### config.mk
export PLATFORM = sky130hd
export DESIGN_NAME = fb_arbiter
export DESIGN_NICKNAME = d
export VERILOG_FILES = /design/src/rtl/fb_arbiter.sv
export SDC_FILE = /design/constraint.sdc
export NUM_CORES = 1
export LEC_CHECK = 0
export ABC_AREA = 1
export ABC_CLOCK_PERIOD_IN_PS = 9300
export CORE_MARGIN = 4
export CORE_UTILIZATION = 40
export DETAILED_ROUTE_END_ITERATION = 8
export GPL_TIMING_DRIVEN = 0
export HOLD_SLACK_MARGIN = 0.05
export MAX_ROUTING_LAYER = met4
export PLACE_DENSITY = 0.78
export RECOVER_POWER = 50
export SYNTH_ARGS = -nofsm -noshare
export SYNTH_HDL_FRONTEND = slang
export SYNTH_SLANG_ARGS = --single-unit
### constraint.sdc
create_clock -name clock -period 9.3 [get_ports clock]
set_input_delay 1.86 -clock clock [delete_from_list [all_inputs] [get_ports clock]]
set_output_delay 1.86 -clock clock [all_outputs]
set_load 0.03 [all_outputs]
### src/rtl/fb_arbiter.sv
// fb_arbiter: owns the single-port framebuffer RAM, sharing it between the
// display scan-out (fixed-priority read slots), one valid/ready drawer and a
// blanking-time clear sequencer. Also emits the per-frame start strobe.
module fb_arbiter #(
    parameter int FB_W       = 160,
    parameter int FB_H       = 120,
    parameter int SCALE_LOG2 = 2,
    parameter int H_ACTIVE   = 640,
    parameter int V_ACTIVE   = 480,
    parameter int ADDR_W     = 15
) (
    input  logic              clock,
    input  logic              reset,
    input  logic [9:0]        next_x,
    input  logic [9:0]        next_y,
    output logic [7:0]        color_out,
    output logic              frame_start,
    input  logic              wr_valid,
    output logic              wr_ready,
    input  logic [7:0]        wr_x,
    input  logic [6:0]        wr_y,
    input  logic [7:0]        wr_color,
    input  logic              clear_req,
    input  logic [7:0]        clear_color,
    output logic              clear_busy,
    output logic [ADDR_W-1:0] ram_addr,
    output logic              ram_we,
    output logic [7:0]        ram_wdata,
    input  logic [7:0]        ram_rdata
);

    typedef enum logic [1:0] {SERVE, CLEAR_WAIT, CLEAR} state_t;

    localparam logic [9:0]        H_LIM    = 10'(H_ACTIVE);
    localparam logic [9:0]        V_LIM    = 10'(V_ACTIVE);
    localparam logic [7:0]        X_LIM    = 8'(FB_W);
    localparam logic [6:0]        Y_LIM    = 7'(FB_H);
    localparam logic [ADDR_W-1:0] ROW_W    = ADDR_W'(FB_W);
    localparam logic [ADDR_W-1:0] CLR_LAST = ADDR_W'(FB_W * FB_H - 1);

    state_t            state;
    logic [ADDR_W-1:0] clr_cnt;
    logic [7:0]        clr_color;
    logic              slot_d;
    logic              vis_d;

    logic              visible;
    logic              display_slot;
    logic              vblank_start;
    logic              wr_in_range;
    logic              disp_grant;
    logic [ADDR_W-1:0] disp_addr;
    logic [ADDR_W-1:0] wr_addr;

    assign visible      = (next_x < H_LIM) && (next_y < V_LIM);
    assign display_slot = visible && (next_x[SCALE_LOG2-1:0] == '0);
    assign vblank_start = (next_y == V_LIM) && (next_x == '0);
    assign wr_in_range  = (wr_x < X_LIM) && (wr_y < Y_LIM);
    assign disp_addr    = ADDR_W'(next_y >> SCALE_LOG2) * ROW_W + ADDR_W'(next_x >> SCALE_LOG2);
    assign wr_addr      = ADDR_W'(wr_y) * ROW_W + ADDR_W'(wr_x);
    assign frame_start  = !reset && vblank_start;

    // RAM port mux: one access per clock, CLEAR > display slot > drawer; idle under reset
    always_comb begin
        ram_we     = 1'b0;
        ram_addr   = '0;
        ram_wdata  = '0;
        wr_ready   = 1'b0;
        disp_grant = 1'b0;
        if (!reset) begin
            if (state == CLEAR) begin
                ram_we    = 1'b1;
                ram_addr  = clr_cnt;
                ram_wdata = clr_color;
            end else if (display_slot) begin
                ram_addr   = disp_addr;
                disp_grant = 1'b1;
            end else begin
                wr_ready = 1'b1;
                if (wr_valid && wr_in_range) begin
                    ram_we    = 1'b1;
                    ram_addr  = wr_addr;
                    ram_wdata = wr_color;
                end
            end
        end
    end

    // Clear sequencer: latch request, wait for vblank start, then sweep every word
    always_ff @(posedge clock) begin
        if (reset) begin
            state      <= SERVE;
            clear_busy <= 1'b0;
            clr_cnt    <= '0;
            clr_color  <= '0;
        end else begin
            case (state)
                SERVE: begin
                    if (clear_req) begin
                        clr_color  <= clear_color;
                        clear_busy <= 1'b1;
                        state      <= CLEAR_WAIT;
                    end
                end
                CLEAR_WAIT: begin
                    if (vblank_start) begin
                        clr_cnt <= '0;
                        state   <= CLEAR;
                    end
                end
                CLEAR: begin
                    if (clr_cnt == CLR_LAST) begin
                        clr_cnt    <= '0;
                        clear_busy <= 1'b0;
                        state      <= SERVE;
                    end else begin
                        clr_cnt <= clr_cnt + ADDR_W'(1);
                    end
                end
                default: state <= SERVE;
            endcase
        end
    end

    // Display pipeline: capture read data one clock after a granted slot, blank outside the visible area
    always_ff @(posedge clock) begin
        if (reset) begin
            slot_d    <= 1'b0;
            vis_d     <= 1'b0;
            color_out <= '0;
        end else begin
            slot_d <= disp_grant;
            vis_d  <= visible;
            if (slot_d) begin
                color_out <= ram_rdata;
            end else if (!vis_d) begin
                color_out <= '0;
            end
        end
    end

endmodule

Word level (Yosys, flattened, before mapping)
Cells that the tools add are included.

Add/subtract/negate cells: 3. $mul: 2. Magnitude comparators: 4. Eq/ne operators: 8. Muxes and demuxes: 28. Reduce and logical (&&, ||, !) cells: 17.

Operators with widths (number): two-way mux 15 bit (6); two-way mux 8 bit (6); adder 15 x 8 -> 15 bit (2); one-hot mux 15 bit (2 select lines) (1); adder 15 x 1 -> 15 bit (second input constant) (1); equality test 15 bit (second input constant) (1); equality test 10 x 9 -> 1 bit (second input constant) (1); zero test 10 bit (1); < comparator 10 bit (second input constant) (1); < comparator 10 x 9 -> 1 bit (second input constant) (1); multiplier 7 x 3 -> 10 bit (second input constant) (1); multiplier 8 x 3 -> 10 bit (second input constant) (1); two-way mux 1 bit (10); < comparator 8 bit (second input constant) (1); < comparator 7 bit (second input constant) (1); logical AND 1 bit (6); two-way mux 2 bit (3); inequality test 2 bit (second input constant) (3); one-hot mux 2 bit (3 select lines) (1); AND reduction 3 bit (2); zero test 2 bit (2); AND reduction 2 bit (2); nonzero test 2 bit (2); equality test 2 x 1 -> 1 bit (second input constant) (1); other kinds (5) (5).

Register bits: 36. Input port bits: 63. Output and inout bits: 35. Word-level logic and storage cells: 69.

Longest topological paths before layout
Gate-level depths: netlist of run 1.

Depth after elaboration: 7. Depth in mapped cells: 16. Depth with buffers taken out: 16.

Worst setup path before layout of run 1
No wires, ideal clock.

Path type: input -> output. Start point: in next_y[3]. End point: out ram_addr[14]. Arrival: 4.031 ns. Required time: 7.440 ns. Slack: 3.409 ns. Stages: 13. Buffers on the path: 0. Path through: ha_1 > ha_1 > inv_1 > fa_1 > nor2_1 > nand3_1 > nand2_1 > nand3_1 > nor2_1 > a21oi_1 > nor2_1 > nor2_1 > nor2_1.

Longest elaborated chain between the ends: 6. Elaborated cells on any way between the ends: 8. Those cells by class: add/sub: 1; mul: 1; order compare: 1; mux: 3; reduce/logical: 2.

Ends and longest elaborated chain: start, declared (RTL line 15) `input logic [9:0] next_y,`; parallel branches: the longest is 3 deep, another holds adder 15 x 8 -> 15 bit; two-way mux 15 bit * (RTL line 75) `end else if (display_slot) begin`; two-way mux 15 bit * (RTL line 71) `if (state == CLEAR) begin`; two-way mux 15 bit * (RTL line 70) `if (!reset) begin`; end, declared (RTL line 26) `output logic [ADDR_W-1:0] ram_addr,`.

Every way passes the cells marked *.

Worst setup path in the final report of run 1
Same ends and word-level chain as after synthesis.

==> impl_metrics.toml, run 1 <==
[outcome]
status = "finished clean"

[synthesis]
syn_nets = 632
seq_area_frac_synth_pct = 21.4
synthArstFlopShare_pct = 0
synth-edff-count = 0
synth_area_per_cell_um2 = 6.27
ys_types = 35
synth-seq-cells = 36
ys.flop_type = "dfxtp_1"
syn_inst = 536
synth_warnings = 0
syn-cell-area_um2 = 3360

[cells_and_area]
syn2layout_area_growth_pct = 35.9
final_cell_mix = "nand2_1 (115), clkdlybuf4s50_1 (86), inv_1 (73)"
antenna_cells = 0
layout-drive-gt1-share_pct = 4.84
layout_commonest_cell = "nand2_1"
final_util_pct = 55.6
fin_nets = 736
fin_cells = 746

[placed_design]
gp_congestion = 0.945
dp_hpwl_um = 8450
place_inst = 738
dpl_worst_slack_ns = 2.23
portBuffers = 97

[detailed_routing]
drt_iter0_drc = 269
ant_nets = 0
via_count = 3938
drt-pass1-iter-count = 5
routed_wl_um = 10400
post_drt_wl_per_cell_um = 14.0
drc = 0
vias_per_cell = 5.28

[clock_network]
cts_setup_buffers = 0
clk_latency_ns = 0.30
cts_tree = "built"
cts_inserted_buffers = 5
cts_sinks = 36
cts_htree_levels = 2
cts_resized = 0
clk_path_buf_depth = 2
clkSlewWorstSetupHoldPaths_ns = 0.08
cts_hold_buf = 0
cts_root_buf = "clkbuf_8"

[die]
initial_core_util_pct = 40.9
dieHeight_um = 99.7
core_um2 = 8220
die-area_um2 = 9940
die_w_um = 99.7
num_io_pins = 98
rows = 33

[critical_path]
worst_setup_path_start_kind = "input pin"
worstSetupPathType = "in2out"
critPathMaxStageDelay_ns = 0.69
crit_path_top_delay_cell = "clkdlybuf4s50_1"
critPathRequiredTime_ns = 7.44
worstPathArrival_ns = 5.24
cp_top_family = "buffers and inverters"
cpMostUsedCell = "nor2_1"
path_cells = "clkdlybuf4s50_1 > ha_1 > ha_1 > inv_1 > fa_1 > nor2_1 > nand3_1 > nand2_1 > nand3_1 > nor2_1 > a21oi_1 > nor2_1 > nor2_1 > nor2_1 > clkdlybuf4s50_1"
crit_buf_inv = 3
cp_max_fo = 4
crit_path_end_kind = "primary output"

[sta]
fin_hold_ws_ns = 0.482
finalSetupViolCount = 0
max-slew-margin-rel_pct = 64.5
tns_ns = 0
slew_violations = 0
fin_crit_ns = 7.10
fin_crit_sh_pct = 76.3
fin_skew_ns = 0.00642
hold_viol_final = 0
rsz0062_at_grt = "no"
fin_ws_ns = 2.20
worstMarginPinSlew_ns = 0.532
max_freq_mhz = 141

[grt]
grt_overflow_total = 0
gr-usage-all-layers_pct = 21.0
antenna_found_initial = 0
grt_pass1_wl_um = 16700
grt_pass1_vias = 3652
grt_max_degree = 13

[power]
p_comb_share_pct = 36.4
p_int_mw = 0.313
netSwitchingFraction_pct = 34.2
seqPwrFrac_pct = 33.8
ir_drop_mv = 0.0669
p_leak_nw = 2.04
p_sw_mw = 0.163
power_density_nw_per_um2 = 104
clkPwrFrac_pct = 29.8

[min_path]
hold_path.class = "reg2reg"

[flow_run]
drv_cap = 0
power groups by stage:
stage          clock network (mW)  logic, mW  registers (mW)
2_1_floorplan                   0      0.104           0.165
3_3_place_gp                    0      0.167           0.164
3_5_place_dp                    0      0.172           0.164
4_1_cts                     0.146      0.173           0.161
5_1_grt                     0.150      0.192           0.161
6_report                    0.142      0.173           0.161
routing by layer:
metal	track usage [%]	wire length [µm]	part of all wire [%]
met1	26.5	4450	43
met2	35.1	4980	48
met3	3.51	881	8.5
met4	4.83	104	1.0
met5	-	0	0
layout make-up:
type,instances,area [µm²]
Timing Repair Buffer,97,971
Sequential cell,36,721
Inverter,76,285
Clock buffer,5,68.8
Tap cell,105,131
Clock inverter,3,42.5
Fill cell,803,3650
Buffer,17,73.8
Multi-Input combinational cell,407,2280
path summary, 6_finish.rpt:
path / start / depth (start not counted) / slack [ns] / endpoint
max: next_y[3] / 15 / 2.20 / ram_addr[14]
min: color_out[3] / 2 / 0.48 / color_out[3]
max reg2reg: clr_cnt[0] / 10 / 7.51 / clr_cnt[0]
min reg2reg: color_out[3] / 2 / 0.48 / color_out[3]
logic make-up (layout without fill, tap and decap cells):
logic type / Yosys count / after routing / share of synthesized area, %
and+or+nand+nor: 261 / 261 / 35.1
AOI/OAI and AO/OA: 100 / 100 / 16.0
buffers and inverters: 93 / 198 / 10.7
DFF: 36 / 36 / 21.4
adders and majority gates: 33 / 33 / 13.2
xor gates and xnor gates: 13 / 13 / 3.61
Yosys cell counts, types with 6 or more instances:
| cell | instances | area share, % |
|---|---|---|
| a21oi_1 | 45 | 6.7 |
| clkbuf_1 | 8 | 0.89 |
| dfxtp_1 | 36 | 21 |
| ha_1 | 29 | 11 |
| inv_1 | 73 | 8.2 |
| nand2_1 | 115 | 13 |
| nand2_2 | 6 | 1.1 |
| nand3_1 | 62 | 9.2 |
| nand4_1 | 11 | 2.0 |
| nor2_1 | 51 | 5.7 |
| o211ai_1 | 7 | 1.6 |
| o21ai_0 | 32 | 4.8 |
| o21ai_1 | 8 | 1.2 |
| xor2_1 | 10 | 2.6 |
registers in the layout, summed over array words and instances, names as in the netlist:
| register | cells |
|---|---|
| vis_d | 1 |
| clr_cnt | 15 |
| clear_busy | 1 |
| slot_d | 1 |
| state | 2 |
| clr_color | 8 |
| color_out | 8 |
stage by stage:
stage                     area, µm²  power, mW
after floorplan                3360      0.269
after global placement         4460      0.331
after detailed placement       4460      0.336
after CTS                      4580      0.479
after global routing           4570      0.504
final                          4570      0.475
worst min-delay path, cell delays in order (launching register included):
cell and delay [ns]:
dfxtp_1 0.31, nand3_1 0.07, a21oi_1 0.05
Note: power is estimated with default switching activity, not from simulation.
==> inputs of run 2 (changes only) <==
--- a/config.mk
+++ b/config.mk
@@ -6,14 +6,14 @@
 export NUM_CORES = 1
 export LEC_CHECK = 0
 export ABC_AREA = 1
-export ABC_CLOCK_PERIOD_IN_PS = 9300
+export ABC_CLOCK_PERIOD_IN_PS = 6330
 export CORE_MARGIN = 4
 export CORE_UTILIZATION = 40
 export DETAILED_ROUTE_END_ITERATION = 8
 export GPL_TIMING_DRIVEN = 0
 export HOLD_SLACK_MARGIN = 0.05
 export MAX_ROUTING_LAYER = met4
-export PLACE_DENSITY = 0.78
+export PLACE_DENSITY = 0.81
 export RECOVER_POWER = 50
 export SYNTH_ARGS = -nofsm -noshare
 export SYNTH_HDL_FRONTEND = slang
==> constraint.sdc (replaced) <==
create_clock -name clock -period 6.33 [get_ports clock]
set_input_delay 1.266 -clock clock [delete_from_list [all_inputs] [get_ports clock]]
set_output_delay 1.266 -clock clock [all_outputs]
set_load 0.03 [all_outputs]
==> impl_metrics.toml, run 2 (same netlist as run 1, synthesis figures left out) <==
[grt]
grt_pass1_vias = 3760
grt_max_degree = 13
antenna_found_initial = 0
grt_overflow_total = 0
gr-usage-all-layers_pct = 21.7
grt_pass1_wl_um = 17400

[outcome]
status = "finished clean"

[critical_path]
crit_path_end_kind = "primary output"
cp_max_fo = 3
critPathRequiredTime_ns = 5.06
reg2reg_slack_ns = 4.55
worstSetupPathType = "in2out"
worst_setup_path_start_kind = "input pin"
worstPathArrival_ns = 4.68

[placed_design]
gp_congestion = 0.944
postPlaceCellArea_um2 = 4460
portBuffers = 97
dp_hpwl_um = 8480

[die]
dieHeight_um = 99.7
initial_core_util_pct = 40.9
die_w_um = 99.7
num_io_pins = 98
die-area_um2 = 9940
rows = 33
core_um2 = 8220

[sta]
fin_skew_ns = 0.00598
rsz0062_at_grt = "no"
worstMarginPinSlew_ns = 0.524
hold_viol_final = 0
slew_violations = 0
tns_ns = 0
max-slew-margin-rel_pct = 65.1
fin_crit_sh_pct = 94.0
fin_crit_ns = 5.95
max_freq_mhz = 168
finalSetupViolCount = 0

[cells_and_area]
layout-drive-gt1-share_pct = 4.84
final_util_pct = 55.6
final_cell_mix = "nand2_1 (115), clkdlybuf4s50_1 (86), inv_1 (73)"
reg_top3 = "clr_cnt (15), clr_color (8), color_out (8)"
fin_area_um2 = 4570
fin_nets = 736
top_register = "clr_cnt"
antenna_cells = 0
syn2layout_area_growth_pct = 35.9
layout_commonest_cell = "nand2_1"
largest_reg_flops = 15

[clock_network]
cts_resized = 0
cts_sinks = 36
clk_path_buf_depth = 2
cts_htree_levels = 2
cts_hold_buf = 0
clkSlewWorstSetupHoldPaths_ns = 0.07
cts_inserted_buffers = 5
clk_latency_ns = 0.30
cts_tree = "built"
cts_root_buf = "clkbuf_8"
cts_setup_buffers = 0

[flow_run]
drv_cap = 0

[detailed_routing]
vias_per_cell = 5.30
routed_wl_um = 10400
drt-pass1-iter-count = 5
drc = 0
via_count = 3956
ant_nets = 0
drt_iter0_drc = 259
post_drt_wl_per_cell_um = 14.0

[power]
power_density_nw_per_um2 = 152
p_leak_nw = 2.04
ir_drop_mv = 0.102

[min_path]
hold_path.class = "reg2reg"
==> run 2: final timing paths <==
| kind | start | endpoint | cells after the start |
|---|---|---|---|
| worst min register to register | clear_busy | clear_busy | 2 |
| worst max-delay path | wr_y[1] | ram_addr[14] | 17 |
| worst min-delay path | clear_busy | clear_busy | 2 |
| worst max register to register | clr_cnt[0] | clr_cnt[12] | 10 |
==> run 2: per-layer routing <==
layer / wire (µm) / up-vias / GRT usage (%)
met5: 0 / - / -
met4: 126 / 0 / 5.36
met3: 577 / 18 / 2.59
met2: 5170 / 128 / 37.2
met1: 4540 / 1824 / 27.1
li1: - / 1986 / -
==> run 2: cell type report <==
type	count	area (µm²)
Multi-Input combinational cell	407	2280
Clock buffer	5	68.8
Tap cell	105	131
Fill cell	804	3650
Sequential cell	36	721
Clock inverter	3	42.5
Timing Repair Buffer	97	971
Inverter	76	285
Buffer	17	73.8
==> run 2: power by group <==
part	total (mW)	switching (mW)	leakage, nW	internal [mW]
logic	0.256	0.145	1.69	0.111
clock network	0.204	0.0878	0.0541	0.116
registers	0.236	0.00305	0.293	0.233
total	0.696	0.236	2.04	0.460
==> run 2: stage by stage <==
stage | power (mW) | hold slack [ns] | setup slack (ns) | instances
6_report | 0.696 | 0.480 | 0.381 | 746
5_1_grt | 0.738 | 0.511 | 0.225 | 746
4_1_cts | 0.700 | 0.486 | 0.406 | 746
3_5_place_dp | 0.495 | 0.472 | 0.419 | 738
3_3_place_gp | 0.487 | 0.465 | 0.498 | 738
2_1_floorplan | 0.396 | 0.455 | 1.63 | 536
==> run 2: critical path, stage by stage <==
cell	delay (ns)
clkdlybuf4s50_1	0.49
ha_1	0.33
ha_1	0.23
inv_1	0.07
fa_1	0.47
nor2_1	0.17
nand3_1	0.14
nand2_1	0.09
nand2_1	0.08
nor2_1	0.16
nand3_1	0.10
nand2_1	0.06
nand2_1	0.04
nand2_1	0.07
nor2_1	0.07
nor2_1	0.13
clkdlybuf4s50_1	0.70
==> inputs of run 3 (changes only) <==
--- a/config.mk
+++ b/config.mk
@@ -8,12 +8,12 @@
 export ABC_AREA = 1
 export ABC_CLOCK_PERIOD_IN_PS = 6330
 export CORE_MARGIN = 4
-export CORE_UTILIZATION = 40
+export CORE_UTILIZATION = 44
 export DETAILED_ROUTE_END_ITERATION = 8
 export GPL_TIMING_DRIVEN = 0
 export HOLD_SLACK_MARGIN = 0.05
 export MAX_ROUTING_LAYER = met4
-export PLACE_DENSITY = 0.81
+export PLACE_DENSITY = 0.87
 export RECOVER_POWER = 50
 export SYNTH_ARGS = -nofsm -noshare
 export SYNTH_HDL_FRONTEND = slang
==> impl_metrics.toml, run 3 (same netlist as run 1, synthesis figures left out) <==
[outcome]
status = "finished clean"

[detailed_routing]
drc = 0
routed_wl_um = 10800
via_count = 3952
drt_iter0_drc = 312
ant_nets = 0
drt-pass1-iter-count = 6
vias_per_cell = 5.34
post_drt_wl_per_cell_um = 14.5

[cells_and_area]
syn2layout_area_growth_pct = 35.7
fin_nets = 736
reg_top3 = "clr_cnt (15), clr_color (8), color_out (8)"
layout_commonest_cell = "nand2_1"
top_register = "clr_cnt"
largest_reg_flops = 15
final_cell_mix = "nand2_1 (115), clkdlybuf4s50_1 (86), inv_1 (73)"
fin_cells = 740
fin_area_um2 = 4560
final_util_pct = 62.2
antenna_cells = 0
layout-drive-gt1-share_pct = 4.68

[critical_path]
crit_path_end_kind = "primary output"
worst_setup_path_start_kind = "input pin"
r2r_end = "clr_cnt[0]"
reg2reg_from = "clr_cnt[0]"
cp-endpoint = "ram_addr[14]"
rr_worst_depth = 10
worstPathArrival_ns = 4.77
reg2reg_slack_ns = 4.52
worstSetupPathType = "in2out"
crit_start = "next_y[3]"
cp_max_fo = 4
critPathRequiredTime_ns = 5.06

[clock_network]
cts_resized = 0
cts_inserted_buffers = 5
cts_setup_buffers = 0
clk_path_buf_depth = 2
clkSlewWorstSetupHoldPaths_ns = 0.08
cts_htree_levels = 2
cts_root_buf = "clkbuf_8"
cts_tree = "built"
clk_latency_ns = 0.29
cts_hold_buf = 0
cts_sinks = 36

[power]
p_sw_mw = 0.238
p_comb_share_pct = 36.6
power_density_nw_per_um2 = 153
p_int_mw = 0.460
p_leak_nw = 2.04
ir_drop_mv = 0.0922
seqPwrFrac_pct = 33.9
clkPwrFrac_pct = 29.5
netSwitchingFraction_pct = 34.1

[sta]
fin_skew_ns = 0.00403
max-slew-margin-rel_pct = 64.4
fin_hold_ws_ns = 0.483
slew_violations = 0
worstMarginPinSlew_ns = 0.533
rsz0062_at_grt = "no"
hold_viol_final = 0
fin_crit_ns = 6.03
fin_crit_sh_pct = 95.3
finalSetupViolCount = 0
max_freq_mhz = 166
tns_ns = 0

[die]
rows = 31
dieHeight_um = 95.4
die-area_um2 = 9100
num_io_pins = 98
core_um2 = 7330
die_w_um = 95.4
initial_core_util_pct = 45.9

[grt]
grt_overflow_total = 0
gr-usage-all-layers_pct = 24.4
antenna_found_initial = 0
grt_max_degree = 13
grt_pass1_wl_um = 17500
grt_pass1_vias = 3828

[placed_design]
portBuffers = 97
postPlaceCellArea_um2 = 4460
dp_hpwl_um = 8620
gp_congestion = 0.945
place_inst = 732

[flow_run]
drv_cap = 0

[min_path]
hold_path.class = "reg2reg"
[run 3: cell types whose count changed in the layout (fill, tap and decap cells not counted), sizes merged]
| cell | delta |
|---|---|
| buf | -1 |
| clkbuf | +1 |
[run 3: layout make-up]
class	count	area, µm²
fillers	686	2770
multi-input cells	407	2280
repair buffers	97	971
flip-flops and latches	36	721
inverters	76	285
well taps	99	124
plain buffers	17	72.6
clock buffers	5	68.8
clock inverters	3	42.5
[run 3: power groups by stage]
stage / Sequential (mW) / Combinational, mW / Clock [mW]
after detailed placement: 0.242 / 0.252 / 0
after floorplan: 0.243 / 0.153 / 0
after global placement: 0.241 / 0.246 / 0
final: 0.236 / 0.255 / 0.206
after CTS: 0.236 / 0.254 / 0.207
after global routing: 0.237 / 0.285 / 0.215
[run 3: how the worst min path moves through the flow]
stage | slack, ns | to | cells past startpoint | from
after floorplan | 0.46 | clr_color[0] | 2 | clr_color[0]
after global placement | 0.46 | clr_color[4] | 2 | clr_color[4]
after detailed placement | 0.47 | clr_color[7] | 2 | clr_color[7]
after CTS | 0.49 | clr_color[7] | 2 | clr_color[7]
after global routing | 0.50 | color_out[3] | 2 | color_out[3]
final | 0.48 | color_out[7] | 2 | color_out[7]
[run 3: metrics by stage]
| step | setup slack [ns] | power (mW) |
|---|---|---|
| 3_3_place_gp | 0.447 | 0.487 |
| 3_5_place_dp | 0.349 | 0.494 |
| 4_1_cts | 0.338 | 0.697 |
| 6_report | 0.296 | 0.698 |
| 2_1_floorplan | 1.63 | 0.396 |
| 5_1_grt | 0.139 | 0.737 |
[run 3: layer usage]
layer  up-vias  track usage, %  share of wire, %
met2       183            40.2                48
met4         0            6.52              0.89
met1      1777            30.8                42
met5         -               -                 0
li1       1979               -                 -
met3        13            4.66               9.4
[run 3: worst max-delay path, stage by stage]
cell	delay (ns)
clkdlybuf4s50_1	0.60
ha_1	0.28
ha_1	0.25
inv_1	0.08
fa_1	0.46
nor2_1	0.17
nand3_1	0.09
nand2_1	0.11
nand3_1	0.11
nor2_1	0.21
a21oi_1	0.10
nor2_1	0.11
nor2_1	0.06
nor2_1	0.16
clkdlybuf4s50_1	0.70
